`src/rtl/erm_pkg.sv`:
```
// Shared definitions for the ERM instruction prefetch path.
// Contents:
//   ERM_DATA_W / ERM_ADDR_W : default instruction word and address widths
//   pf_state_t              : prefetch fetch-FSM states
package erm_pkg;

    localparam int ERM_DATA_W = 16;
    localparam int ERM_ADDR_W = 16;

    typedef enum logic [1:0] {
        PF_IDLE    = 2'd0,  // no read outstanding
        PF_REQ     = 2'd1,  // read outstanding; its word will be queued
        PF_DISCARD = 2'd2   // read outstanding; its word belongs to a flushed stream
    } pf_state_t;

endpackage

```
`src/rtl/erm_sync_fifo.sv`:
```
// Synchronous circular-buffer FIFO with a registered head.
// The head word is loaded from storage one cycle after it is written, so no
// combinational path exists from i_wdata to o_head_data.
// Ports:
//   clk, rst_n    : clock, asynchronous active-low reset
//   i_push        : write i_wdata (must not occur while full)
//   i_wdata       : entry to write
//   i_pop         : consume head; ignored while o_head_valid=0
//   i_flush       : empty the FIFO; beats push and pop
//   o_count       : occupied entries, including one not yet visible at the head
//   o_full        : o_count == DEPTH
//   o_empty       : o_count == 0
//   o_head_valid  : o_head_data holds the oldest entry
//   o_head_data   : oldest entry
module erm_sync_fifo #(
    parameter  int WIDTH = 32,
    parameter  int DEPTH = 4,
    localparam int PW    = $clog2(DEPTH),
    localparam int CW    = $clog2(DEPTH + 1)
) (
    input  logic             clk,
    input  logic             rst_n,
    input  logic             i_push,
    input  logic [WIDTH-1:0] i_wdata,
    input  logic             i_pop,
    input  logic             i_flush,
    output logic [CW-1:0]    o_count,
    output logic             o_full,
    output logic             o_empty,
    output logic             o_head_valid,
    output logic [WIDTH-1:0] o_head_data
);

    logic [WIDTH-1:0] r_mem [DEPTH];
    logic [PW-1:0]    r_rd_ptr;
    logic [PW-1:0]    r_wr_ptr;
    logic [CW-1:0]    r_count;
    logic             r_head_valid;
    logic [WIDTH-1:0] r_head_data;

    logic             w_pop;
    logic [PW-1:0]    w_rd_nxt;
    logic [CW-1:0]    w_remain;

    assign w_pop    = i_pop & r_head_valid;
    assign w_rd_nxt = w_pop ? r_rd_ptr + PW'(1) : r_rd_ptr;
    // Entries already in storage once this cycle's pop is taken; only these
    // can become the next head (a word written this cycle is not readable yet).
    assign w_remain = w_pop ? r_count - CW'(1) : r_count;

    // NOTE: storage carries no reset; entries are only read once written, so
    // resetting the array would add reset fan-out without changing behaviour.
    always_ff @(posedge clk) begin
        if (i_push && !i_flush) begin
            r_mem[r_wr_ptr] <= i_wdata;
        end
    end

    // NOTE: sequential state uses non-blocking assignments so every register
    // samples pre-edge values regardless of statement order.
    always_ff @(posedge clk or negedge rst_n) begin
        if (!rst_n) begin
            r_rd_ptr     <= '0;
            r_wr_ptr     <= '0;
            r_count      <= '0;
            r_head_valid <= 1'b0;
            r_head_data  <= '0;
        end else if (i_flush) begin
            r_rd_ptr     <= '0;
            r_wr_ptr     <= '0;
            r_count      <= '0;
            r_head_valid <= 1'b0;
        end else begin
            r_rd_ptr     <= w_rd_nxt;
            if (i_push) begin
                r_wr_ptr <= r_wr_ptr + PW'(1);
            end
            r_count      <= i_push ? w_remain + CW'(1) : w_remain;
            r_head_valid <= (w_remain != '0);
            if (w_remain != '0) begin
                r_head_data <= r_mem[w_rd_nxt];
            end
        end
    end

    assign o_count      = r_count;
    assign o_full       = (r_count == CW'(DEPTH));
    assign o_empty      = (r_count == '0);
    assign o_head_valid = r_head_valid;
    assign o_head_data  = r_head_data;

    a_no_push_when_full: assert property (@(posedge clk) disable iff (!rst_n)
        !(i_push && o_full));

endmodule

```
`src/rtl/erm_prefetch_unit.sv`:
```
// Instruction prefetch buffer between the memory bus and the IR/AR latches.
// Fetches sequential words ahead of decode into a DEPTH-entry queue, each
// tagged with its address. flush restarts fetching at flush_addr; bus_busy
// (execute-stage data access) blocks new requests but never withdraws one.
// Ports:
//   clk, rst_n            : clock, asynchronous active-low reset
//   mem_rd, mem_addr      : instruction read request and its address
//   mem_rdy, mem_rdata    : read completion and its data
//   bus_busy              : bus owned by execute stage this cycle
//   flush, flush_addr     : discard queue / in-flight read, restart address
//   instr_valid/data/pc   : queue head
//   instr_pop             : decode consumes head
//   count                 : occupied queue entries
module erm_prefetch_unit
    import erm_pkg::*;
#(
    parameter  int                DATA_W   = ERM_DATA_W,
    parameter  int                ADDR_W   = ERM_ADDR_W,
    parameter  int                DEPTH    = 4,
    parameter  logic [ADDR_W-1:0] RESET_PC = '0,
    localparam int                CW       = $clog2(DEPTH + 1)
) (
    input  logic              clk,
    input  logic              rst_n,
    output logic              mem_rd,
    output logic [ADDR_W-1:0] mem_addr,
    input  logic              mem_rdy,
    input  logic [DATA_W-1:0] mem_rdata,
    input  logic              bus_busy,
    input  logic              flush,
    input  logic [ADDR_W-1:0] flush_addr,
    output logic              instr_valid,
    output logic [DATA_W-1:0] instr_data,
    output logic [ADDR_W-1:0] instr_pc,
    input  logic              instr_pop,
    output logic [CW-1:0]     count
);

    pf_state_t         r_state;
    logic [ADDR_W-1:0] r_fetch_pc;
    logic [ADDR_W-1:0] r_mem_addr;

    pf_state_t         w_state_nxt;
    logic [ADDR_W-1:0] w_fetch_pc_nxt;
    logic [ADDR_W-1:0] w_mem_addr_nxt;
    logic              w_push;
    logic              w_pop;
    logic [CW-1:0]     w_occ;
    logic              w_room_idle;
    logic              w_room_b2b;
    logic [ADDR_W-1:0] w_addr_inc;
    logic              w_fifo_full;
    logic              w_fifo_empty;
    logic [ADDR_W+DATA_W-1:0] w_head;

    assign w_pop      = instr_pop & instr_valid;
    assign w_occ      = w_pop ? count - CW'(1) : count;
    assign w_addr_inc = r_mem_addr + ADDR_W'(1);

    // The outstanding read always owns a slot. From IDLE a new read needs one
    // free slot; after a push from REQ, the pushed word and the next read
    // together need two, hence the tighter bound.
    assign w_room_idle = (w_occ < CW'(DEPTH));
    assign w_room_b2b  = (w_occ < CW'(DEPTH - 1));

    always_ff @(posedge clk or negedge rst_n) begin
        if (!rst_n) begin
            r_state    <= PF_IDLE;
            r_fetch_pc <= RESET_PC;
            r_mem_addr <= RESET_PC;
        end else begin
            r_state    <= w_state_nxt;
            r_fetch_pc <= w_fetch_pc_nxt;
            r_mem_addr <= w_mem_addr_nxt;
        end
    end

    // NOTE: every output of this block gets a default first, so no path
    // leaves a variable unassigned and no latch is inferred.
    always_comb begin
        w_state_nxt    = r_state;
        w_fetch_pc_nxt = r_fetch_pc;
        w_mem_addr_nxt = r_mem_addr;
        w_push         = 1'b0;
        case (r_state)
            PF_IDLE: begin
                if (flush) begin
                    w_fetch_pc_nxt = flush_addr;
                end else if (!bus_busy && w_room_idle) begin
                    w_state_nxt    = PF_REQ;
                    w_mem_addr_nxt = r_fetch_pc;
                end
            end
            PF_REQ: begin
                if (mem_rdy) begin
                    if (flush) begin
                        w_state_nxt    = PF_IDLE;
                        w_fetch_pc_nxt = flush_addr;
                    end else begin
                        w_push         = 1'b1;
                        w_fetch_pc_nxt = w_addr_inc;
                        if (!bus_busy && w_room_b2b) begin
                            w_mem_addr_nxt = w_addr_inc;
                        end else begin
                            w_state_nxt = PF_IDLE;
                        end
                    end
                end else if (flush) begin
                    // The read cannot be withdrawn; wait it out and drop its data.
                    w_state_nxt    = PF_DISCARD;
                    w_fetch_pc_nxt = flush_addr;
                end
            end
            PF_DISCARD: begin
                if (flush) begin
                    w_fetch_pc_nxt = flush_addr;
                end
                if (mem_rdy) begin
                    w_state_nxt = PF_IDLE;
                end
            end
            default: begin
                w_state_nxt = PF_IDLE;
            end
        endcase
    end

    // Decoded from the state register so reset drops the request at once.
    assign mem_rd   = (r_state != PF_IDLE);
    assign mem_addr = r_mem_addr;

    erm_sync_fifo #(
        .WIDTH (ADDR_W + DATA_W),
        .DEPTH (DEPTH)
    ) u_queue (
        .clk          (clk),
        .rst_n        (rst_n),
        .i_push       (w_push),
        .i_wdata      ({r_mem_addr, mem_rdata}),
        .i_pop        (w_pop),
        .i_flush      (flush),
        .o_count      (count),
        .o_full       (w_fifo_full),
        .o_empty      (w_fifo_empty),
        .o_head_valid (instr_valid),
        .o_head_data  (w_head)
    );

    assign instr_pc   = w_head[ADDR_W+DATA_W-1:DATA_W];
    assign instr_data = w_head[DATA_W-1:0];

    a_no_req_when_full: assert property (@(posedge clk) disable iff (!rst_n)
        !(w_fifo_full && r_state == PF_REQ));
    a_valid_not_empty: assert property (@(posedge clk) disable iff (!rst_n)
        instr_valid |-> !w_fifo_empty);

endmodule

```
`config.mk`:
```
export PLATFORM = sky130hd
export DESIGN_NAME = erm_prefetch_unit
export DESIGN_NICKNAME = d
export VERILOG_FILES = /design/src/rtl/erm_pkg.sv /design/src/rtl/erm_sync_fifo.sv /design/src/rtl/erm_prefetch_unit.sv
export SDC_FILE = /design/constraint.sdc
export NUM_CORES = 1
export LEC_CHECK = 0
export CORE_UTILIZATION = 35
export DETAILED_ROUTE_END_ITERATION = 8
export MAX_ROUTING_LAYER = met4
export SLEW_MARGIN = 0
export SYNTH_ARGS = -nofsm -noshare
export SYNTH_HDL_FRONTEND = slang
export SYNTH_HIERARCHICAL = 1
export SYNTH_SLANG_ARGS = --single-unit
```
`constraint.sdc`:
```
create_clock -name clk -period 2.58 [get_ports clk]
set_input_delay 0.774 -clock clk [delete_from_list [all_inputs] [get_ports clk]]
set_output_delay 0.774 -clock clk [all_outputs]
set_load 0.02 [all_outputs]
```
==> After elaboration in Yosys (flattened, before gate mapping) <==
Memories as Yosys holds them, arrays and structs flattened. A register that Yosys moved wholly into a read port is not among the register bits.
Index checks and enable logic that the tools add are counted.
{ "op_classes": {"bitwise_logic": 3, "add_sub_neg": 5, "n_reduce_logical": 16, "eq_ne": 10, "mux": 32, "n_lt_le_gt_ge": 2} }
{ "op_table": {"columns": ["operator", "n"], "rows": [
  ["two-way mux 16 bit", 8],
  ["one-hot mux 16 bit (2 select lines)", 2],
  ["two-way mux 2 bit", 11],
  ["adder 16 x 1 -> 16 bit (second input constant)", 1],
  ["two-way mux 3 bit", 4],
  ["!= test 2 bit (second input constant)", 6],
  ["nonzero test 2 bit", 4],
  ["two-way mux 1 bit", 6],
  ["!= test 3 bit (second input constant)", 2],
  ["one-hot mux 2 bit (3 select lines)", 1],
  ["AND reduction 6 bit", 1],
  ["AND reduction 5 bit", 1],
  ["adder 2 x 1 -> 2 bit (second input constant)", 2],
  ["adder 3 x 1 -> 3 bit (second input constant)", 1],
  ["logical AND 1 bit", 3],
  ["logical NOT 1 bit", 3],
  ["less-than comparator 3 x 2 -> 1 bit (second input constant)", 1],
  ["less-than comparator 3 bit (second input constant)", 1],
  ["nonzero test 3 bit", 1],
  ["subtractor 3 x 1 -> 3 bit (second input constant)", 1],
  ["AND 1 bit", 2],
  ["== test 2 x 1 -> 1 bit (second input constant)", 1],
  ["== test 2 bit (second input constant)", 1],
  ["logical NOT 2 bit", 1],
  ["other kinds (3)", 3]
]} }
{ "totals": {"wordCells": 76, "mem_bits_rw": 128, "register_bits": 42, "memories": 1, "input_bits": 38} }
{ "memory_table": {"columns": ["memory", "depth", "word_bits", "rd", "rd_clocked_by_memory_dff", "wr", "line_no", "text"], "rows": [
  ["u_queue.r_mem", 4, 32, 1, 1, 1, "erm_sync_fifo.sv:34", "logic [WIDTH-1:0] r_mem [DEPTH];"]
]} }

==> Logic depth before layout (Yosys ltp) <==
Gate-level depths: netlist of the first run.
{ "depth": {"ltp_word": 8, "mapped_depth": 11} }

==> By module <==
Netlist of the first run, hierarchy kept.
{ "by_module_without_submodules": {"columns": ["mod", "seq_area_each_um2", "area_each_um2", "cells_per_inst", "n_inst"], "rows": [
  ["erm_sync_fifo", 4844.6, 6545.0, 440, 1],
  ["erm_prefetch_unit", 850.8, 2149.6, 242, 1]
]} }

==> Worst setup path before layout of the first run <==
Ideal clock, no wire load.
{ "synth_timing": {"kind": "in2reg", "start": "input port flush", "end": "memory u_queue.r_mem[0][0], enable pin", "arrival_ps": 2381, "stages": 5, "required_ps": 2188, "path_slack_ps": -193, "path_cell_list": "nand3b_1 -> inv_1 -> clkbuf_1 -> nor2b_1 -> and2_1"} }
{ "synth_via": {"elab_chain_len": 6, "word_cells_on_any_way": 7} }
{ "synth_lines": {"columns": ["element", "line_no", "text"], "rows": [
  ["start: declaration", "erm_prefetch_unit.sv:30", "input logic flush,"],
  ["two-way mux 1 bit", "erm_prefetch_unit.sv:96", "if (flush) begin"],
  ["two-way mux 1 bit", "erm_prefetch_unit.sv:95", "if (mem_rdy) begin"],
  ["two-way mux 1 bit", "erm_prefetch_unit.sv:85", "case (r_state)"],
  ["named net w_push", "erm_prefetch_unit.sv:46", "logic w_push;"],
  ["logical AND 1 bit", "erm_sync_fifo.sv:54", "if (i_push && !i_flush) begin"],
  ["two-way mux 1 bit", "erm_sync_fifo.sv:54", null],
  ["two-way mux 1 bit (not written as such)", "erm_sync_fifo.sv:55", "r_mem[r_wr_ptr] <= i_wdata;"],
  ["end: declaration", "erm_sync_fifo.sv:34", null]
]} }
The timed path passes the listed nets, and every way through them passes these cells.

==> Worst setup path after layout of the first run <==
{ "layout_timing": {"start": "register r_mem_addr[6] (netlist: mem_addr[6])", "end": "output port mem_addr[6]"} }
{ "layout_lines": {"columns": ["element", "line_no", "text"], "rows": [
  ["start: declaration", "erm_prefetch_unit.sv:41", "logic [ADDR_W-1:0] r_mem_addr;"],
  ["start signal: assignment", "erm_prefetch_unit.sv:74", "r_mem_addr <= w_mem_addr_nxt;"],
  ["end: declaration", "erm_prefetch_unit.sv:26", "output logic [ADDR_W-1:0] mem_addr,"]
]} }
No word-level cell between the ends.

==> reports/results.ini, run 1 <==
[detailed_routing]
dr.first_iter.drc_count=454
via_per_inst=5.245
routed_wl_um=21120
drtPass1Iterations=5
vias=5963
drc=0
ant_nets=0
wl_per_cell_um=18.57

[cts]
cts_buffer_depth=3
path_clk_slew_ns=0.06
cts_buffers=21
cts_tree=done
clock_latency_ns=0.50
htree_levels=1
clk_root_buffer_cell=clkbuf_16
postCtsSetupBuffers=0
clock-sinks=202

[die]
die_y_um=159.5
ios=91
die-area_mm2=0.02544
std_cell_rows=57
start_util=0.3570
die_x_um=159.5
core_mm2=0.02432

[final_layout]
num_antenna_cells=0
final_util=0.4519
layout-drive-gt1-share=0.1427
layout_commonest_cell=edfxtp_1
layout_common_cells=128 x edfxtp_1, 88 x clkdlybuf4s50_1, 87 x nand2_1, 63 x dfrtp_1, 50 x buf_4
synthToLayoutAreaGrowth_pct=26.59
nNetsFinal=848

[critical_path]
r2r-start=u_queue/o_count[0]
endpoint=mem_addr[6]
slowest_stage=clkdlybuf4s50_1
cp_top_family=buffers and inverters
cp_data_arrival_time_ns=1.70
required_ns=1.81
cp_cell_sequence=clkdlybuf4s50_1
path_depth=1
reg2reg_to=u_queue/o_head_data[14]
criticalPathCategory=reg2out
cpPeakStageDelay_ns=0.67
start_kind=flip-flop
crit_fanout=9
reg2reg_setup_slack_ns=0.46
endpoint_kind=output pin
crit_buf_inv=1
crit_path_start=mem_addr[6]
rr_worst_depth=9

[timing]
rsz0062_at_grt=false
drv_slew=0
period_needed_ns=2.471
final-hold-violation-count=0
worst_pin_slew_ns=0.6744
post-route-period-util=0.9578
fin_skew_ns=0.02065
tns_ns=0
slew_headroom=0.5457
clock.fmax_mhz=404.7
setup_viol=0

[pwr]
power.leakage_uw=0.004202
pwr-share-clk=0.310
p_comb_frac=0.208
seqPwrFrac=0.483
switchingPower_uw=2487
cellPowerDensity_mw_per_mm2=806.5
p_int_uw=6377
switching_share=0.2806
ir_drop_mv=0.4197

[hold_path]
hold_class=in2async

[synthesis]
postSynthCellCount=680
synth.cell_area_mm2=0.008682
synth_area_per_cell_um2=12.77
synth_nets=728
yosysWarningCount=6

[grt]
first_global_vias=5783
antenna_found_initial=0
grt_pass1_wl_um=32910
grt_max_degree=47
overflow=0
track_usage=0.1708

[place]
gp_congestion=0.7832
dp_hpwl_um=13450
port-buffer-count=90

[run_status]
outcome=completed

[flow_run]
drv_cap=0

power groups by stage:
stage / clock network [uW] / registers [uW] / logic [uW]
2_1_floorplan: 0 / 4530 / 619
3_3_place_gp: 0 / 4330 / 1830
3_5_place_dp: 0 / 4330 / 1850
4_1_cts: 2810 / 4280 / 1860
5_1_grt: 2930 / 4330 / 1970
6_report: 2740 / 4280 / 1840
metal layers:
metal / wire (um) / global-route usage
met3: 1103 / 0.03022
met2: 9918 / 0.2690
met1: 9838 / 0.2297
met5: 0 / -
met4: 255 / 0.03977
final cells by class:
type                       count  area [um2]
fill                        2195       13330
clock buffer                  28       581.8
inverter                      13       48.80
sequential                   202        5709
multi-input combinational    411        2703
timing repair buffer         151        1505
clock inverter                 8       37.54
tap                          324       405.4
timing repair:
action,CTS,global route
hold buffers,0,0
setup endpoints to repair,6,16
resized for setup,6,7
flip-flops by register name, summed over array words and instances (netlist names):
signal                flops
u_queue/r_rd_ptr          2
u_queue/o_count           3
u_queue/r_mem           128
r_fetch_pc               16
r_state                   2
u_queue/o_head_data      32
mem_addr                 16
u_queue/r_wr_ptr          2
u_queue/o_head_valid      1
stage by stage:
stage | total power (uW) | hold WS, ns | worst slack, ns | area [um2] | cells
after floorplan | 5150 | 0.4609 | 0.1396 | 8687 | 680
after global placement | 6163 | 0.4631 | -0.2993 | 10360 | 1101
after detailed placement | 6189 | 0.4649 | -0.3538 | 10360 | 1101
after CTS | 8946 | 0.2016 | 0.0006255 | 10980 | 1137
after global routing | 9226 | 0.2064 | 0.01822 | 10990 | 1137
final | 8863 | 0.1971 | 0.1089 | 10990 | 1137
worst min path at each step:
| stage | from | to | slack, ns | cells past startpoint |
|---|---|---|---|---|
| finish | rst_n | u_queue/o_head_data[5] | 0.20 | 1 |
| global route | rst_n | u_queue/o_head_data[18] | 0.21 | 1 |
| CTS | rst_n | u_queue/o_head_data[18] | 0.20 | 1 |
| detailed placement | u_queue/o_head_data[4] | u_queue/o_head_data[4] | 0.46 | 1 |
| global placement | u_queue/o_head_data[7] | u_queue/o_head_data[7] | 0.46 | 1 |
| floorplan | r_fetch_pc[2] | r_fetch_pc[2] | 0.46 | 2 |
(Power assumes the default switching activity.)
==> inputs of run 2 (changes only) <==
--- a/config.mk
+++ b/config.mk
@@ -7,6 +7,7 @@
 export LEC_CHECK = 0
 export CORE_UTILIZATION = 35
 export DETAILED_ROUTE_END_ITERATION = 8
+export HOLD_SLACK_MARGIN = 0.03
 export MAX_ROUTING_LAYER = met4
 export SLEW_MARGIN = 0
 export SYNTH_ARGS = -nofsm -noshare
==> results of run 2 <==
No change in the layout: final DEF, timing and power equal those of run 1.
